### src/rtl/mem_arb_pkg.sv
// Shared types and constants for the two-port memory arbiter.
package mem_arb_pkg;

  typedef enum logic {
    ST_IDLE,
    ST_BUSY
  } arb_state_t;

  localparam int unsigned ADDR_W_DEF = 30;
  localparam int unsigned DATA_W_DEF = 32;
  localparam int unsigned RD_LAT_MAX = 7;
  localparam int unsigned CNT_W      = 3;

endpackage

### src/rtl/mem_arb_rr2.sv
// Two-input round-robin grant: a lone requester always wins, a tie goes to prio.
module arb_rr2 (
  input  logic valid0,
  input  logic valid1,
  input  logic prio,
  output logic gnt0,
  output logic gnt1
);

  // Grant at most one requester; prio picks the winner when both ask.
  always_comb begin
    gnt0 = valid0 & (~valid1 | ~prio);
    gnt1 = valid1 & (~valid0 | prio);
  end

endmodule

### src/rtl/mem_arb.sv
// Shares one memory/MMIO path between two requesters: one transaction at a
// time, fixed read latency, one response pulse back to the issuing port.
module mem_arb
  import mem_arb_pkg::*;
#(
  parameter int unsigned ADDR_W = ADDR_W_DEF,
  parameter int unsigned DATA_W = DATA_W_DEF,
  parameter int unsigned RD_LAT = 1
) (
  input  logic              i_clk,
  input  logic              i_rst,

  input  logic              i_req0_valid,
  output logic              o_req0_ready,
  input  logic [ADDR_W-1:0] i_req0_addr,
  input  logic [DATA_W-1:0] i_req0_data,
  input  logic              i_req0_wren,
  input  logic [3:0]        i_req0_mask,
  output logic              o_rsp0_valid,
  output logic [DATA_W-1:0] o_rsp0_data,

  input  logic              i_req1_valid,
  output logic              o_req1_ready,
  input  logic [ADDR_W-1:0] i_req1_addr,
  input  logic [DATA_W-1:0] i_req1_data,
  input  logic              i_req1_wren,
  input  logic [3:0]        i_req1_mask,
  output logic              o_rsp1_valid,
  output logic [DATA_W-1:0] o_rsp1_data,

  output logic [ADDR_W-1:0] o_addr,
  output logic [DATA_W-1:0] o_data,
  output logic              o_wren,
  output logic [3:0]        o_mask,
  input  logic [DATA_W-1:0] i_data
);

  localparam logic [CNT_W-1:0] LAT_CNT = CNT_W'(RD_LAT);

  arb_state_t       state;
  logic             prio;
  logic             owner;
  logic             wren_q;
  logic [CNT_W-1:0] cnt;
  logic             gnt0;
  logic             gnt1;

  arb_rr2 u_rr (
    .valid0 (i_req0_valid),
    .valid1 (i_req1_valid),
    .prio   (prio),
    .gnt0   (gnt0),
    .gnt1   (gnt1)
  );

  // Readies are only offered while idle.
  always_comb begin
    o_req0_ready = (state == ST_IDLE) & gnt0;
    o_req1_ready = (state == ST_IDLE) & gnt1;
  end

  // Arbiter FSM: accept, hold the bus for RD_LAT+1 cycles, return the response.
  // The bus output registers double as the transaction latch; wren is kept
  // separately because o_wren is dropped after the first BUSY cycle.
  always_ff @(posedge i_clk) begin
    if (i_rst) begin
      state        <= ST_IDLE;
      prio         <= 1'b0;
      owner        <= 1'b0;
      wren_q       <= 1'b0;
      cnt          <= '0;
      o_addr       <= '0;
      o_data       <= '0;
      o_wren       <= 1'b0;
      o_mask       <= '0;
      o_rsp0_valid <= 1'b0;
      o_rsp1_valid <= 1'b0;
      o_rsp0_data  <= '0;
      o_rsp1_data  <= '0;
    end else begin
      o_rsp0_valid <= 1'b0;
      o_rsp1_valid <= 1'b0;
      case (state)
        ST_IDLE: begin
          if (o_req0_ready || o_req1_ready) begin
            owner  <= o_req1_ready;
            prio   <= ~o_req1_ready;
            wren_q <= o_req1_ready ? i_req1_wren : i_req0_wren;
            o_addr <= o_req1_ready ? i_req1_addr : i_req0_addr;
            o_data <= o_req1_ready ? i_req1_data : i_req0_data;
            o_wren <= o_req1_ready ? i_req1_wren : i_req0_wren;
            o_mask <= o_req1_ready ? i_req1_mask : i_req0_mask;
            cnt    <= '0;
            state  <= ST_BUSY;
          end
        end
        ST_BUSY: begin
          o_wren <= 1'b0;
          cnt    <= cnt + 1'b1;
          if (cnt == LAT_CNT) begin
            state  <= ST_IDLE;
            o_addr <= '0;
            o_data <= '0;
            o_mask <= '0;
            if (owner) begin
              o_rsp1_valid <= 1'b1;
              o_rsp1_data  <= wren_q ? '0 : i_data;
            end else begin
              o_rsp0_valid <= 1'b1;
              o_rsp0_data  <= wren_q ? '0 : i_data;
            end
          end
        end
      endcase
    end
  end

endmodule

### config.mk
export PLATFORM = sky130hd
export DESIGN_NAME = mem_arb
export DESIGN_NICKNAME = d
export VERILOG_FILES = /design/src/rtl/mem_arb_pkg.sv /design/src/rtl/mem_arb_rr2.sv /design/src/rtl/mem_arb.sv
export SDC_FILE = /design/constraint.sdc
export NUM_CORES = 1
export LEC_CHECK = 0
export BUFFER_PORTS_ARGS = -buffer_cell sky130_fd_sc_hd__clkbuf_2
export CAP_MARGIN = 20
export CORE_AREA = 2 2 119 121
export CTS_BUF_LIST = sky130_fd_sc_hd__clkbuf_8 sky130_fd_sc_hd__clkbuf_16
export CTS_CLUSTER_DIAMETER = 80
export CTS_CLUSTER_SIZE = 16
export DETAILED_ROUTE_END_ITERATION = 7
export DIE_AREA = 0 0 121 123
export PLACE_DENSITY_LB_ADDON = 0.05
export RECOVER_POWER = 25
export SYNTH_ARGS = -nofsm -noshare
export SYNTH_HDL_FRONTEND = slang
export SYNTH_HIERARCHICAL = 1
export SYNTH_SLANG_ARGS = --single-unit
### constraint.sdc
create_clock -name i_clk -period 2.4 [get_ports i_clk]
set_input_delay 0 -clock i_clk [delete_from_list [all_inputs] [get_ports i_clk]]
set_output_delay 0 -clock i_clk [all_outputs]
set_load 0.005 [all_outputs]
==> metrics.md <==
| Metric | Value |
|---|---|
| Max cap viols | `0` |
| Drt wl/cell | `14.4 um` |
| Synth top area share | `48.6%` |
| Overflow after GRT | `0` |
| Synth warn | `6` |
| Maximum vdd drop | `0.495 mV` |
| FF-to-FF setup slack | `0.29 ns` |
| Lkg Pwr | `4.25 nW` |
| DRT Pass-1 Iters | `4` |
| Worst setup path class | `reg2reg` |
| Crit path DAT | `2.42 ns` |
| Setup TNS | `0 ns` |
| Final net count | `1323` |
| Clock Root Buffer | `clkbuf_16` |
| Initial antenna violation count | `0` |
| Status | `finished, final reports clean` |
| Sequential share of the synthesized area | `48.6%` |
| Hold WC Path Type | `in2reg` |
| First-pass GRT wire length | `30200 um` |
| Core area | `13600 um2` |
| Yosys reg bits | `140` |
| CTS max path bufs | `2` |
| Final Cycle Share | `87.9%` |
| Ports | `305` |
| Cell depth of the worst flop-to-flop path | `6` |
| Detail Placement HPWL | `12000 um` |
| Die H | `123 um` |
| Synthesized instance count | `724` |
| Die area | `14900 um2` |
| Fmax | `474 MHz` |
| Synthesized area | `5770 um2` |
| Minimum clock period | `2.11 ns` |
| Highest net fanout along the worst path | `96` |
| CP endpoint kind | `flip-flop` |
| Area leader, netlist | `dfxtp_1` |
| Worst slew pin tran | `0.718 ns` |
| WP data required | `2.71 ns` |
| Vias | `6518` |
| Vias in the first global route | `6294` |
| Final setup viols | `0` |
| R2R Path End | `o_data[26]` |
| I/O Buffers | `304` |
| Post-synth ARST share | `0%` |
| Post-CTS setup buffer count | `0` |
| Synth area leaders | `dfxtp_1 (49%), nand2_1 (16%), a22o_1 (9.0%)` |
| Vias per std cell | `4.85` |
| Post-synth EDFFs | `0` |
| Area Overhead vs Synth | `64.7%` |
| Row count | `43` |
| Placer congestion estimate | `0.767` |
| Largest net degree at the start of global routing | `97` |
| Final Total Pwr | `6.24 mW` |
| Clk slew on worst S/H paths | `0.06 ns` |
| PD cells | `656 nW/um2` |
| Fraction of layout cells with a size suffix above 1 | `26.7%` |
| Syn Area/Cell | `7.97 um2` |
| Post-Route Skew | `0.00660 ns` |
| Depth of the CTS H-tree | `4` |
| Skew-Pair Late Insertion Delay | `0.41 ns` |
| CP Launch Point | `prio` |
| Initial Util | `42.4%` |
| Iteration-0 DRC Markers | `332` |
| Post-Route WL | `19300 um` |
| Design Area, Final | `9500 um2` |
| Fill cells | `1139` |
| RSZ-0062 raised after global routing | `no` |
| Number of buffers created by CTS | `17` |
| Worst Setup EP | `o_data[26]` |
| Reg2reg start | `prio` |
| Antenna viol nets, final | `0` |
| Die Wd | `121 um` |
| Slew margin rel. | `52.0%` |
| Top post-synthesis cells by count | `nand2_1 (246), dfxtp_1 (140), a21oi_1 (67), o21ai_0 (60), a22o_1 (59)` |
| Total GRT Usage | `25.4%` |
| Most numerous cell in the Yosys netlist | `nand2_1` |
| Critical Path Start Type | `flip-flop` |
| Top_reg_cell synth | `dfxtp_1` |
| Slew Limit Fails | `0` |
| CTS tree | `built` |
| Final Hold Viols | `0` |
| Cell Area, Placed | `7420 um2` |
| Synth Net Count | `896` |
| DRC | `0` |
| # diodes | `0` |
| Clock sinks | `140` |
| Synth cell types | `30` |
==> per-layer routing <==
layer,up-vias,track usage [%],wire [um]
met5,-,0,0
met2,228,45.2,9820
li1,3291,-,-
met4,0,10.5,590
met3,44,6.27,1150
met1,2955,29.3,7760
==> cell type report <==
cell class	instances	area [um2]	share of cell area, %
Timing Repair Buffer	472	3150	33.1
Sequential cell	140	2800	29.5
Multi-Input combinational cell	514	2700	28.4
Clock buffer	19	453	4.77
Tap cell	180	225	2.37
Clock inverter	13	148	1.55
Inverter	6	22.5	0.237
==> cell families (layout without fill, tap and decap cells) <==
kind of cell	Yosys count	count (layout)	synth area share, %
compound gates	208	208	23.1
fa+ha+maj	2	2	0.434
mux	2	2	0.347
flops	140	140	48.6
buf+inv	70	510	5.53
simple gates	302	302	22.0
==> worst min path at each step <==
stage,from,endpoint,slack (ns),cells after the start
2_1_floorplan,i_rst,o_wren,0.09,1
3_3_place_gp,i_req0_addr[29],o_addr[29],0.29,3
3_5_place_dp,i_req0_addr[28],o_addr[28],0.30,3
4_1_cts,i_req0_addr[1],o_addr[1],0.002,4
5_1_grt,i_req0_data[29],o_data[29],0.02,4
6_report,i_req0_addr[10],o_addr[10],0.01,4
==> state kept, by name, indices dropped and copies added, names as in the netlist <==
| name | cells |
|---|---|
| cnt | 3 |
| o_addr | 30 |
| o_data | 32 |
| o_mask | 4 |
| o_rsp0_data | 32 |
| o_rsp0_valid | 1 |
| o_rsp1_data | 32 |
| o_rsp1_valid | 1 |
| o_wren | 1 |
| owner | 1 |
| prio | 1 |
| state | 1 |
| wren_q | 1 |
==> worst max-delay path, stage by stage (launching register included) <==
cell	delay (ns)
dfxtp_1	0.39
inv_1	0.09
a21boi_4	0.24
buf_12	0.32
o21ai_0	0.16
dlygate4sd3_1	0.59
a22o_1	0.18
==> cell usage in the layout (no fill, tap or decap), drive strengths merged <==
master	netlist	final
o22ai	1	1
or2	2	2
a22oi	7	7
nand4b	1	1
clkbuf	48	323
a22o	59	59
clkinv	0	7
a211oi	2	2
o31a	1	1
a21boi	2	2
and4b	1	1
dfxtp	140	140
nor2b	36	36
mux2i	2	2
inv	6	6
clkinvlp	0	3
nor2	7	7
nand2	246	246
nand2b	3	3
nand4bb	1	1
nor3	3	3
a21oi	67	67
o2bb2ai	8	8
nand3b	1	1
nor4bb	1	1
dlygate4sd3	0	154
ha	2	2
o21ai	60	60
buf	16	14
a2111oi	1	1
bufinv	0	3
==> stage by stage <==
stage / cells / hold WS (ns) / worst slack (ns) / util (%)
floorplan: 724 / 0.0897 / 0.798 / -
global placement: 1158 / 0.294 / 0.783 / 54.5
CTS: 1344 / 0.00247 / 0.295 / 70.2
global route: 1344 / 0.0194 / 0.165 / 69.8
detailed placement: 1158 / 0.302 / 0.758 / 54.5
finish: 1344 / 0.0118 / 0.290 / 69.8
==> repair_timing <==
action                                 in CTS  in global routing
endpoints found under the hold margin     132                  0
hold buffers                              154                  0
gates resized for setup                     0                  0
setup endpoints to repair                   0                  0
==> power by group <==
group          internal (mW)  switching, mW  leakage [nW]
Combinational          0.567          0.496          2.81
Sequential              2.45         0.0791          1.14
Clock                   1.67          0.971         0.294
Total                   4.69           1.55          4.25
No activity file was read; power rests on OpenSTA's default activity.
